<file path="src/rtl/lct_blk_fifo_if.sv">
// ---------------------------------------------------------------------------
// lct_blk_fifo_if
// Bus between the LCT block-address queue and its two neighbours.
//
// The block-address allocator supplies the push side:
//   LCT, PUSH, ENBL50, DISBL50, PREBLKEND, LOADPBLK, DIN, DSCAFULL
// The L1A read controller owns the pop side:
//   POP, DOUT, DLSCAFULL, LCT_PHASE
// The queue reports its occupancy on:
//   NLCT, FULL_1, EMPT_B, FULL
//
// master : the allocator/read-controller side (drives requests, sees status)
// slave  : the queue itself
// ---------------------------------------------------------------------------
interface lct_blk_fifo_if;
    logic        LCT;
    logic        PUSH;
    logic        POP;
    logic        ENBL50;
    logic        DISBL50;
    logic        PREBLKEND;
    logic [3:0]  LOADPBLK;
    logic [11:0] DIN;
    logic [2:0]  DSCAFULL;

    logic [3:0]  DOUT;
    logic [7:0]  NLCT;
    logic        LCT_PHASE;
    logic        FULL_1;
    logic        EMPT_B;
    logic        FULL;
    logic        DLSCAFULL;

    modport master (
        output LCT, PUSH, POP, ENBL50, DISBL50, PREBLKEND, LOADPBLK, DIN, DSCAFULL,
        input  DOUT, NLCT, LCT_PHASE, FULL_1, EMPT_B, FULL, DLSCAFULL
    );

    modport slave (
        input  LCT, PUSH, POP, ENBL50, DISBL50, PREBLKEND, LOADPBLK, DIN, DSCAFULL,
        output DOUT, NLCT, LCT_PHASE, FULL_1, EMPT_B, FULL, DLSCAFULL
    );
endinterface

</file>
<file path="src/rtl/lct_blk_fifo.sv">
// ---------------------------------------------------------------------------
// lct_blk_fifo
// 16-deep queue of LCT block-address entries for the SCA controller. Each
// entry holds three 4-bit SCA block addresses (pre, LCT, post), their
// SCA-full flags and the 50 ns phase captured at LCT time. The read side
// drains the head entry one block address per POP.
//
// Ports:
//   CLK  - system clock, all state updates on the rising edge
//   RST  - asynchronous, active-high reset
//   bus  - lct_blk_fifo_if.slave:
//          LCT       in   phase capture strobe
//          PUSH      in   write one entry {phase_hold, DSCAFULL, DIN}
//          POP       in   consume the current head block address
//          ENBL50    in   sets the phase flag
//          DISBL50   in   clears the phase flag (wins over ENBL50)
//          PREBLKEND in   unused
//          LOADPBLK  in   bit 3: read the pre block first
//          DIN       in   [11:8] pre, [7:4] LCT, [3:0] post block address
//          DSCAFULL  in   [2] pre, [1] LCT, [0] post SCA-full flags
//          DOUT      out  head block address at the current sub-index
//          NLCT      out  stored entry count, zero-extended
//          LCT_PHASE out  phase bit of the head entry
//          FULL_1    out  count >= 15
//          EMPT_B    out  count != 0
//          FULL      out  count == 16
//          DLSCAFULL out  SCA-full flag of the head block address
//
// Parameter TMR=1 keeps three copies of every state register (control and
// storage) and majority-votes them on every read; behaviour is unchanged.
// ---------------------------------------------------------------------------
module lct_blk_fifo #(
    parameter int TMR = 0
) (
    input  logic          CLK,
    input  logic          RST,
    lct_blk_fifo_if.slave bus
);

    localparam int NC = (TMR != 0) ? 3 : 1;

    typedef struct packed {
        logic       ph;
        logic [2:0] sf;
        logic [11:0] din;
    } entry_t;

    typedef struct packed {
        logic [3:0] wptr;
        logic [3:0] rptr;
        logic [4:0] count;
        logic [1:0] sidx;
        logic       phase;
        logic       hold;
        logic       empt_b;
        logic       full_1;
        logic       full;
    } ctrl_t;

    ctrl_t  ctrl_q [NC];
    ctrl_t  ctrl_v;
    ctrl_t  ctrl_d;
    entry_t mem_q  [NC][16];
    entry_t head_v;

    logic       has_entry;
    logic       retire;
    logic       advance;
    logic       push_ok;
    logic [1:0] start_idx;

    // Inputs that have no function in this block.
    logic unused_inputs;
    assign unused_inputs = ^{bus.PREBLKEND, bus.LOADPBLK[2:0]};

    // Majority voting of the redundant copies (pass-through when single).
    generate
        if (NC == 3) begin : g_tmr
            assign ctrl_v = ctrl_t'((ctrl_q[0] & ctrl_q[1]) |
                                    (ctrl_q[0] & ctrl_q[2]) |
                                    (ctrl_q[1] & ctrl_q[2]));
            assign head_v = entry_t'((mem_q[0][ctrl_v.rptr] & mem_q[1][ctrl_v.rptr]) |
                                     (mem_q[0][ctrl_v.rptr] & mem_q[2][ctrl_v.rptr]) |
                                     (mem_q[1][ctrl_v.rptr] & mem_q[2][ctrl_v.rptr]));
        end else begin : g_single
            assign ctrl_v = ctrl_q[0];
            assign head_v = mem_q[0][ctrl_v.rptr];
        end
    endgenerate

    assign has_entry = (ctrl_v.count != 5'd0);
    assign retire    = bus.POP && has_entry && (ctrl_v.sidx == 2'd2);
    assign advance   = bus.POP && has_entry && (ctrl_v.sidx != 2'd2);
    // A retiring POP frees a slot in the same cycle, so a full queue can
    // still accept a push alongside it.
    assign push_ok   = bus.PUSH && (!ctrl_v.full || retire);
    assign start_idx = bus.LOADPBLK[3] ? 2'd0 : 2'd1;

    always_comb begin
        ctrl_d = ctrl_v;

        if (push_ok) begin
            ctrl_d.wptr = ctrl_v.wptr + 4'd1;
        end
        if (retire) begin
            ctrl_d.rptr = ctrl_v.rptr + 4'd1;
        end
        ctrl_d.count = ctrl_v.count + {4'd0, push_ok} - {4'd0, retire};

        // The start sub-index is sampled whenever a new entry becomes head:
        // on retirement, or when a push lands in an empty queue.
        if (advance) begin
            ctrl_d.sidx = ctrl_v.sidx + 2'd1;
        end else if (retire || (push_ok && !has_entry)) begin
            ctrl_d.sidx = start_idx;
        end

        if (bus.DISBL50) begin
            ctrl_d.phase = 1'b0;
        end else if (bus.ENBL50) begin
            ctrl_d.phase = 1'b1;
        end

        if (bus.LCT) begin
            ctrl_d.hold = ctrl_v.phase;
        end

        // Status flags are registered from the next count so they change
        // on the same edge as the count itself.
        ctrl_d.empt_b = (ctrl_d.count != 5'd0);
        ctrl_d.full_1 = (ctrl_d.count >= 5'd15);
        ctrl_d.full   = (ctrl_d.count == 5'd16);
    end

    always_ff @(posedge CLK or posedge RST) begin
        if (RST) begin
            for (int c = 0; c < NC; c++) begin
                ctrl_q[c] <= '0;
            end
        end else begin
            for (int c = 0; c < NC; c++) begin
                ctrl_q[c] <= ctrl_d;
            end
        end
    end

    // Entry storage carries no reset; emptiness is tracked by the count.
    always_ff @(posedge CLK) begin
        if (push_ok) begin
            for (int c = 0; c < NC; c++) begin
                mem_q[c][ctrl_v.wptr] <= '{ph: ctrl_v.hold, sf: bus.DSCAFULL, din: bus.DIN};
            end
        end
    end

    always_comb begin
        bus.DOUT      = 4'd0;
        bus.DLSCAFULL = 1'b0;
        bus.LCT_PHASE = 1'b0;
        if (has_entry) begin
            bus.LCT_PHASE = head_v.ph;
            case (ctrl_v.sidx)
                2'd0: begin
                    bus.DOUT      = head_v.din[11:8];
                    bus.DLSCAFULL = head_v.sf[2];
                end
                2'd1: begin
                    bus.DOUT      = head_v.din[7:4];
                    bus.DLSCAFULL = head_v.sf[1];
                end
                2'd2: begin
                    bus.DOUT      = head_v.din[3:0];
                    bus.DLSCAFULL = head_v.sf[0];
                end
                default: begin
                    bus.DOUT      = 4'd0;
                    bus.DLSCAFULL = 1'b0;
                end
            endcase
        end
    end

    assign bus.NLCT   = {3'b000, ctrl_v.count};
    assign bus.EMPT_B = ctrl_v.empt_b;
    assign bus.FULL_1 = ctrl_v.full_1;
    assign bus.FULL   = ctrl_v.full;

endmodule

</file>
<file path="src/flat_wrapper.sv">
// flat-port wrapper written by rule: the top's interface ports become plain ports
module lct_blk_fifo_flat 
#(
    parameter int TMR = 0
)
  (CLK, RST, bus_LCT, bus_PUSH, bus_POP, bus_ENBL50, bus_DISBL50, bus_PREBLKEND, bus_LOADPBLK, bus_DIN, bus_DSCAFULL, bus_DOUT, bus_NLCT, bus_LCT_PHASE, bus_FULL_1, bus_EMPT_B, bus_FULL, bus_DLSCAFULL);
  lct_blk_fifo_if bus_i ();
  input  logic CLK;
  input  logic RST;
  input wire logic [$bits(bus_i.LCT)-1:0] bus_LCT;
  input wire logic [$bits(bus_i.PUSH)-1:0] bus_PUSH;
  input wire logic [$bits(bus_i.POP)-1:0] bus_POP;
  input wire logic [$bits(bus_i.ENBL50)-1:0] bus_ENBL50;
  input wire logic [$bits(bus_i.DISBL50)-1:0] bus_DISBL50;
  input wire logic [$bits(bus_i.PREBLKEND)-1:0] bus_PREBLKEND;
  input wire logic [$bits(bus_i.LOADPBLK)-1:0] bus_LOADPBLK;
  input wire logic [$bits(bus_i.DIN)-1:0] bus_DIN;
  input wire logic [$bits(bus_i.DSCAFULL)-1:0] bus_DSCAFULL;
  output wire logic [$bits(bus_i.DOUT)-1:0] bus_DOUT;
  output wire logic [$bits(bus_i.NLCT)-1:0] bus_NLCT;
  output wire logic [$bits(bus_i.LCT_PHASE)-1:0] bus_LCT_PHASE;
  output wire logic [$bits(bus_i.FULL_1)-1:0] bus_FULL_1;
  output wire logic [$bits(bus_i.EMPT_B)-1:0] bus_EMPT_B;
  output wire logic [$bits(bus_i.FULL)-1:0] bus_FULL;
  output wire logic [$bits(bus_i.DLSCAFULL)-1:0] bus_DLSCAFULL;
  assign bus_i.LCT = bus_LCT;
  assign bus_i.PUSH = bus_PUSH;
  assign bus_i.POP = bus_POP;
  assign bus_i.ENBL50 = bus_ENBL50;
  assign bus_i.DISBL50 = bus_DISBL50;
  assign bus_i.PREBLKEND = bus_PREBLKEND;
  assign bus_i.LOADPBLK = bus_LOADPBLK;
  assign bus_i.DIN = bus_DIN;
  assign bus_i.DSCAFULL = bus_DSCAFULL;
  assign bus_DOUT = bus_i.DOUT;
  assign bus_NLCT = bus_i.NLCT;
  assign bus_LCT_PHASE = bus_i.LCT_PHASE;
  assign bus_FULL_1 = bus_i.FULL_1;
  assign bus_EMPT_B = bus_i.EMPT_B;
  assign bus_FULL = bus_i.FULL;
  assign bus_DLSCAFULL = bus_i.DLSCAFULL;
  lct_blk_fifo #(.TMR(TMR)) u_core (.CLK(CLK), .RST(RST), .bus(bus_i));
endmodule
</file>
<file path="config.mk">
export PLATFORM = sky130hd
export DESIGN_NAME = lct_blk_fifo_flat
export DESIGN_NICKNAME = d
export VERILOG_FILES = /design/src/rtl/lct_blk_fifo_if.sv /design/src/rtl/lct_blk_fifo.sv /design/src/flat_wrapper.sv
export SDC_FILE = /design/constraint.sdc
export NUM_CORES = 1
export LEC_CHECK = 0
export ABC_AREA = 1
export CORE_MARGIN = 8
export CORE_UTILIZATION = 31
export DETAILED_ROUTE_END_ITERATION = 10
export HOLD_SLACK_MARGIN = 0.02
export PLACE_DENSITY = 0.45
export RECOVER_POWER = 25
export SYNTH_ARGS = -nofsm -noshare
export SYNTH_HDL_FRONTEND = slang
export SYNTH_SLANG_ARGS = --single-unit
export TNS_END_PERCENT = 50
</file>
<file path="constraint.sdc">
create_clock -name CLK -period 3 [get_ports CLK]
set_clock_uncertainty 0.2 [all_clocks]
set_input_delay 0.75 -clock CLK [delete_from_list [all_inputs] [get_ports CLK]]
set_output_delay 0.75 -clock CLK [all_outputs]
set_load 0.005 [all_outputs]
</file>
==> results of run 1 <==
[how the worst min path moves through the flow]
stage	end	slack (ns)	cells after the start
floorplan	u_core.ctrl_q[4]	0.26	2
global placement	u_core.ctrl_q[4]	0.27	2
detailed placement	u_core.ctrl_q[3]	0.30	1
CTS	u_core.ctrl_q[4]	0.31	2
global route	u_core.ctrl_q[4]	0.32	2
finish	u_core.ctrl_q[4]	0.31	2
[cell families (layout without fill, tap and decap cells)]
family                   Yosys count  count (layout)
XOR/XNOR                          10              10
AND/OR/NAND/NOR                  573             573
flip-flops                       276             276
AO/OA/AOI/OAI                     34              34
multiplexers                       1               1
adder cells (fa/ha/maj)           16              16
buffers and inverters            235             377
other                              1               3
[Yosys cell counts (all sizes together)]
cell	number	area share
xnor2	1	0.00073
conb	1	0.00031
ha	15	0.016
mux2	1	0.00093
o211ai	6	0.0037
nand3	171	0.071
nand4	2	0.0010
clkbuf	9	0.0028
o21ai	20	0.0083
nor3	1	0.00041
xor2	9	0.0065
clkinv	1	0.00031
o221ai	3	0.0022
a21oi	3	0.0012
inv	174	0.054
edfxtp	256	0.64
buf	51	0.026
o22ai	1	0.00052
o21bai	1	0.00062
nor2	41	0.013
fa	1	0.0017
dfrtp	20	0.041
nand2	358	0.11
[power by group]
group / switching [mW] / internal [mW] / total [mW]
clock network: 1.45 / 2.13 / 3.58
logic: 4.12 / 3.07 / 7.19
registers: 0.212 / 4.75 / 4.96
total: 5.79 / 9.94 / 15.7
[routing by layer]
layer	vias up	GRT usage	wire (microns)
li1	3989	-	-
met1	3935	0.2005	15260
met2	140	0.2439	15930
met3	38	0.01915	1384
met4	0	0.03474	632
met5	-	0	0
[sequential cells by signal (all words and copies together), names as in the netlist]
signal and count:
u_core.bus.NLCT 5, u_core.bus.FULL 1, u_core.bus.EMPT_B 1, u_core.ctrl_q 12
u_core.bus.FULL_1 1, u_core.mem_q 256
[critical path, stage by stage (launching register included)]
cell     delay (ns)
dfrtp_4        0.55
buf_6          0.16
buf_12         0.13
buf_16         0.15
nand2_1        0.06
nand3_1        0.10
nand3_1        0.11
nand3_2        0.10
nand2_4        0.10
nand2_1        0.06
nand3_2        0.08
nand2_2        0.06
inv_1          0.05
buf_2          0.10
[cell usage in the layout (no fill, tap or decap), drive strengths merged, types with 3 or more instances in the layout]
cell / Yosys / layout
a21oi: 3 / 3
buf: 51 / 114
clkbuf: 9 / 45
clkdlybuf4s50: 0 / 20
clkinv: 1 / 11
conb: 1 / 3
dfrtp: 20 / 20
dlygate4sd3: 0 / 10
edfxtp: 256 / 256
ha: 15 / 15
inv: 174 / 174
nand2: 358 / 358
nand3: 171 / 171
nor2: 41 / 41
o211ai: 6 / 6
o21ai: 20 / 20
o221ai: 3 / 3
xor2: 9 / 9
[area by class of cell]
class | count | area, sq um | area share
repair buffers | 146 | 1862 | 0.1192
multi-input cells | 637 | 3289 | 0.2106
inverters | 175 | 666.9 | 0.04271
flip-flops and latches | 276 | 8193 | 0.5246
clock buffers | 44 | 854.6 | 0.05472
clock inverters | 12 | 102.6 | 0.006570
well taps | 518 | 648.1 | 0.04150
[through the flow]
| step | hold WS, ns | cells | instance area [sq um] | setup WS (ns) |
|---|---|---|---|---|
| 3_3_place_gp | 0.2744 | 1715 | 13630 | -0.2290 |
| 3_5_place_dp | 0.2995 | 1715 | 13630 | -0.2373 |
| 6_report | 0.3053 | 1808 | 15620 | -0.3182 |
| 4_1_cts | 0.3074 | 1806 | 15460 | -0.3564 |
| 5_1_grt | 0.3221 | 1808 | 15620 | -0.4381 |
| 2_1_floorplan | 0.2583 | 1148 | 12090 | 0.3423 |
[timing repair]
| item | 4_1_cts | 5_1_grt |
|---|---|---|
| pin swaps | 37 | 36 |
| cloned | 10 | 1 |
| setup endpoints to repair | 6 | 9 |
| resized for setup | 120 | 39 |
| buffers inserted | 25 | 2 |
==> results.toml, run 1 <==
[critical_path]
start_kind = "register"
worst_setup_path_end_kind = "primary output"
crit_start = "u_core.ctrl_q[12]"
crit_end = "bus_DOUT[0]"
reg2reg_to = "u_core.bus.FULL_1"
reg2regPathDepth = 14
rr_startpoint = "u_core.bus.NLCT[2]"
crit_required_ns = 2.05
critPathKind = "reg -> out"
cp_max_fo = 11
regToRegSetupSlack_ns = 0.21
worstPathArrival_ns = 2.37

[run_status]
status = "finished with violations"
violations = "setup timing"

[layout]
syn_to_final_growth_pct = 29.30
final_util = 0.4050
nFillCells = 3799
num_antenna_cells = 0
nets = 1309
drive_gt1_frac = 0.2023

[logic_synthesis]
synth_compound_area_frac = 0.01658
yosys.area_share.adder = 0.01720
syn_area_sq_um = 12080
yosys.area_share.simple = 0.1963
synth_top_family_by_area = "simple AND/OR/NAND/NOR gates"
yosysWarnings = 0
syn_area_per_cell_sq_um = 10.54
synth.distinct_cells = 29
muxShareOfSynthArea = 0.0009324
synth_xor_xnor_area_share = 0.007252
syn_inst = 1146
yosysSeqAreaShare = 0.6779
synth-seq-cells = 276

[place]
port_buffers = 36
gp_congestion = 0.7580
dpl.hpwl_microns = 19300

[clocking]
clkTransAtPathRegs_ns = 0.06
cts.sinks = 276
clock_latency_ns = 0.55
postCtsHoldBufs = 0
htreeDepth = 1
cts_tree = "built"
cts_root_buf = "clkbuf_16"
cts_buffers = 30
cts.path.max_buffers = 3

[timing]
finalHoldViolCount = 0
drv_slew = 0
setup_tns_ns = -1.763
finalWorstPathRequiredPeriod_ns = 3.318
fmax_ghz = 0.3014
max-slew-margin-rel = 0.4577
setup_violations = 6
period_share = 1.106
rsz0062_at_grt = "true"
fin_ws_ns = -0.3182
tightest_slew_ns = 0.8126

[hold_path]
hold_path_class = "reg -> reg"
min_from = "u_core.ctrl_q[4]"

[detailed_routing]
drtAntennaViolNets = 0
wl_microns = 33210
drtPass1Iterations = 5
first_iter_violations = 384
routedWlPerCell_microns = 18.37
vias = 8102
viasPerCell = 4.481
drc = 0

[floorplan]
io_pins = 44
die_x_microns = 213.4
core_area_sq_um = 38560
die_y_microns = 213.4
start_util = 0.3132
rows = 72
die_area_sq_um = 45530

[flow_run]
maxCapViolations = 0

[pwr]
p_leak_nw = 6.533
vdd_drop_max_mv = 0.7404
power_mw = 15.73
p_per_area_nw_per_um2 = 1007

[global_routing]
grt-ovfl-total = 0
antenna_found_initial = 0
track_usage = 0.1461
grt_max_degree = 41
grt_pass1_wl_microns = 49740
grt_pass1_vias = 7795
Note: power is estimated with default switching activity, not from simulation.
==> run 2, diff against run 1 <==
- SKIP_CTS_REPAIR_TIMING: not set -> 1
==> run 2 against run 1 <==
Against the previous run: the run still ends with setup timing left; sequential share of layout area down 0.74 points; setup slack got worse by 0.097 ns; count of clock-buffer cells in the layout stayed put; combinational power is 3% higher; critical path depth grew 2; die area stayed put; sequential power is essentially flat; cell count up 0.39%; flip-flop and latch count is the same; highest routed layer unchanged.
==> results.toml, run 2 (same netlist as run 1, synthesis figures left out) <==
[detailed_routing]
drc = 0
vias = 8211
drtAntennaViolNets = 0
routedWlPerCell_microns = 18.56
drtPass1Iterations = 4
viasPerCell = 4.524
wl_microns = 33690
first_iter_violations = 483

[floorplan]
die_y_microns = 213.4
core_area_sq_um = 38560
die_x_microns = 213.4
io_pins = 44
die_area_sq_um = 45530
start_util = 0.3132
rows = 72

[pwr]
p_switching_mw = 5.896
comb_power_share = 0.463
power_mw = 15.94
sequentialPowerShare = 0.312
p_clk_frac = 0.224
p_per_area_nw_per_um2 = 1006
p_int_mw = 10.04
vdd_drop_max_mv = 0.7394
swShare = 0.3699
p_leak_nw = 6.619

[clocking]
cts_root_buf = "clkbuf_16"
cts.sinks = 276
clock_latency_ns = 0.55
cts_buffers = 30
htreeDepth = 1
clkTransAtPathRegs_ns = 0.06
cts.path.max_buffers = 3
cts_tree = "built"

[layout]
nets = 1316
syn_to_final_growth_pct = 31.15
drive_gt1_frac = 0.2251
largest_reg_flops = 256
design_area_sq_um = 15840
num_antenna_cells = 0
final_common_cell = "nand2_1"
final_cell_mix = "nand2_1, edfxtp_1, inv_1"
top_register = "u_core.mem_q"

[run_status]
violations = "setup timing"
status = "finished with violations"

[place]
port_buffers = 36
gp_congestion = 0.7580
placed_area_sq_um = 13630
dpl.hpwl_microns = 19300

[timing]
drv_slew = 0
rsz0062_at_grt = "true"
finalHoldViolCount = 0
hold_ws_ns = 0.3049
fin_ws_ns = -0.4151
setup_tns_ns = -2.238
setup_violations = 6
period_share = 1.138
tightest_slew_ns = 0.8093
max-slew-margin-rel = 0.4599
finalWorstPathRequiredPeriod_ns = 3.415
fmax_ghz = 0.2928

[global_routing]
grt-ovfl-total = 0
grt_pass1_wl_microns = 47020
grt_pass1_vias = 7517
antenna_found_initial = 0
grt_max_degree = 45
track_usage = 0.1367

[hold_path]
hold_path_class = "reg -> reg"
hold_depth = 2

[critical_path]
worstPathArrival_ns = 2.47
start_kind = "register"
critPathKind = "reg -> out"
crit_required_ns = 2.05
worst_setup_path_end_kind = "primary output"
cp_max_fo = 8
reg2regPathDepth = 14

[flow_run]
maxCapViolations = 0
-- run 2: cell types whose count changed in the layout (fill, tap and decap cells not counted), sizes merged --
cell    delta
bufbuf     -1
clkinv     +2
clkbuf    +16
buf       -10
-- run 2: worst paths after layout --
kind,startpoint,end,slack (ns)
hold reg to reg,u_core.ctrl_q[4],u_core.ctrl_q[4],0.30
hold / removal,u_core.ctrl_q[4],u_core.ctrl_q[4],0.30
setup / recovery,u_core.ctrl_q[12],bus_DOUT[0],-0.42
min in group asynchronous,RST,u_core.ctrl_q[4],0.59
max in group asynchronous,RST,u_core.ctrl_q[12],1.41
setup reg to reg,u_core.bus.NLCT[2],u_core.bus.FULL_1,0.23
-- run 2: stage by stage --
step	std cells	setup WS, ns	util
detailed placement	1715	-0.2373	0.3534
floorplan	1148	0.3423	-
CTS	1771	-0.8431	0.3782
global placement	1715	-0.2290	0.3534
global route	1815	-0.5096	0.4108
finish	1815	-0.4151	0.4108
-- run 2: power by group through the flow --
stage               Sequential (mW)  Combinational [mW]  Clock (mW)
floorplan                      4.95                3.25           0
global placement               5.03                5.57           0
detailed placement             5.04                5.58           0
CTS                            4.96                5.61        3.67
global route                   5.03                8.05        3.80
finish                         4.98                7.39        3.58
-- run 2: area by class of cell --
cell class	count	area (sq um)
fillers	3755	22720
clock buffers	44	854.6
well taps	518	648.1
repair buffers	151	1959
multi-input cells	637	3388
repair inverters	2	25.02
clock inverters	12	102.6
flip-flops and latches	276	8193
inverters	175	669.4
-- run 2: critical path: stages (launching register included) --
cell and delay, ns:
dfrtp_4 0.59, buf_6 0.16, buf_12 0.12, buf_8 0.11, buf_12 0.14, nand2_4 0.04, nand2_1 0.04, nand2_1 0.07
nand3_2 0.10, nand3_2 0.11, nand2_4 0.06, nand2_2 0.06, nand3_2 0.08, nand2_2 0.09, inv_2 0.03, clkbuf_2 0.10
-- run 2: routing by layer --
layer | global-route usage | wire [microns] | vias up
li1 | - | - | 4002
met1 | 0.1901 | 15660 | 3996
met2 | 0.2274 | 16000 | 171
met3 | 0.01695 | 1417 | 42
met4 | 0.02954 | 611 | 0
met5 | 0 | 0 | -
==> run 3, diff against run 2 <==
- GPL_TIMING_DRIVEN: not set -> 0
==> run 3 against run 2 <==
Against the previous run: the run still ends with setup timing left; via count is 2.1% higher; sequential share of layout area up 0.45 points; setup slack better by 0.069 ns; combinational power decreased by 3.0%; count of clock-buffer cells in the layout shrank 2; first-iteration DRC count grew 45%; clock power grew 12%; cell area decreased by 0.92%; global-route usage up 2.6 points; sequential power decreased by 1%; register-to-register slack got worse by 0.35 ns; critical path depth fell by 1; largest cell class unchanged.
==> results.toml, run 3 (same netlist as run 1, synthesis figures left out) <==
[global_routing]
met2_usage = 0.2648
antenna_found_initial = 0
grt_pass1_wl_microns = 53500
grt_util_met3 = 0.02762
grt_max_degree = 21
grt_pass1_vias = 8199
use_met1 = 0.2221
track_usage = 0.1631
grt_busiest_layer = "met2"
grt-ovfl-total = 0

[pwr]
comb_power_share = 0.445
p_per_area_nw_per_um2 = 1026
p_int_mw = 9.833
p_clk_frac = 0.250
p_switching_mw = 6.276
vdd_drop_max_mv = 0.5173
sequentialPowerShare = 0.305
swShare = 0.3896
p_leak_nw = 6.513
power_mw = 16.11

[timing]
period_share = 1.115
fmax_ghz = 0.2988
rsz0062_at_grt = "true"
tightest_slew_ns = 0.8381
setup_violations = 9
finalHoldViolCount = 0
finalWorstPathRequiredPeriod_ns = 3.346
max-slew-margin-rel = 0.4399
fin_ws_ns = -0.3465
drv_slew = 0

[detailed_routing]
wl_microns = 37810
drtPass1Iterations = 8
routedWlPerCell_microns = 21.04
viasPerCell = 4.664
vias = 8381
drc = 0
first_iter_violations = 698
drtAntennaViolNets = 0

[clocking]
cts_tree = "built"
htreeDepth = 2
cts.path.max_buffers = 3
cts_buffers = 34
clock_latency_ns = 0.52
cts_root_buf = "clkbuf_16"
cts.sinks = 276
clkTransAtPathRegs_ns = 0.06

[place]
placed_area_sq_um = 13510
dp_slack_ns = -0.6122
port_buffers = 36
gp_congestion = 0.8248
dpl.hpwl_microns = 24510

[layout]
final_cell_mix = "nand2_1, edfxtp_1, inv_1"
design_area_sq_um = 15700
num_antenna_cells = 0
final_common_cell = "nand2_1"
top_register = "u_core.mem_q"
final_util = 0.4071
drive_gt1_frac = 0.2213
largest_reg_flops = 256
syn_to_final_growth_pct = 29.95
nets = 1297

[floorplan]
die_y_microns = 213.4
rows = 72
io_pins = 44
start_util = 0.3132
die_area_sq_um = 45530
die_x_microns = 213.4
core_area_sq_um = 38560

[critical_path]
rr_startpoint = "u_core.bus.NLCT[2]"
crit_start = "u_core.ctrl_q[12]"
worstPathArrival_ns = 2.40
worst_setup_path_end_kind = "primary output"
critPathKind = "reg -> out"
regToRegSetupSlack_ns = -0.12
crit_required_ns = 2.05
start_kind = "register"
cp_max_fo = 8

[hold_path]
hold_path_class = "reg -> reg"
min_from = "u_core.ctrl_q[4]"

[flow_run]
maxCapViolations = 0

[run_status]
status = "finished with violations"
violations = "setup timing"
-- run 3: cell type report --
type,instances,area (sq um)
tap,518,648.1
timing repair buffer,70,1007
clock buffer,42,954.7
clock inverter,19,143.9
inverter,175,673.1
sequential,276,8188
fill,3716,22860
buffer,60,590.6
multi-input combinational,637,3490
-- run 3: routing by layer --
| layer | share of wire | vias up |
|---|---|---|
| li1 | - | 3959 |
| met1 | 0.45 | 4111 |
| met2 | 0.47 | 246 |
| met3 | 0.058 | 65 |
| met4 | 0.027 | 0 |
| met5 | 0 | - |
-- run 3: metrics by stage --
stage               cells  hold WS, ns  setup TNS (ns)
floorplan            1148       0.2583               0
global placement     1702       0.2765         -321.23
detailed placement   1717       0.2941          -64.78
CTS                  1778       0.3067          -14.83
global route         1797       0.3322          -4.775
finish               1797       0.3030          -2.184
-- run 3: power by group through the flow --
stage	clock [mW]	combinational (mW)	sequential, mW
5_1_grt	4.25	7.79	4.96
3_5_place_dp	0	5.73	4.99
2_1_floorplan	0	3.25	4.95
3_3_place_gp	0	5.50	5.00
6_report	4.02	7.17	4.92
4_1_cts	4.10	5.76	4.91
-- run 3: final timing paths --
check | cells past startpoint | end
worst max-delay path | 14 | bus_DOUT[0]
worst min-delay path | 2 | u_core.ctrl_q[4]
worst max register to register | 14 | u_core.bus.FULL
worst min register to register | 2 | u_core.ctrl_q[4]
max in group asynchronous | 2 | u_core.ctrl_q[15]
min in group asynchronous | 2 | u_core.ctrl_q[4]
-- run 3: critical path, stage by stage (launching register included) --
cell       delay, ns
dfrtp_1         0.42
buf_6           0.18
clkinv_8        0.10
buf_16          0.17
clkbuf_16       0.16
nand2_1         0.06
nand3_1         0.08
nand3_2         0.11
nand3_1         0.11
nand2_2         0.09
nand2_1         0.07
nand3_2         0.08
nand2_2         0.07
inv_2           0.06
clkbuf_2        0.10
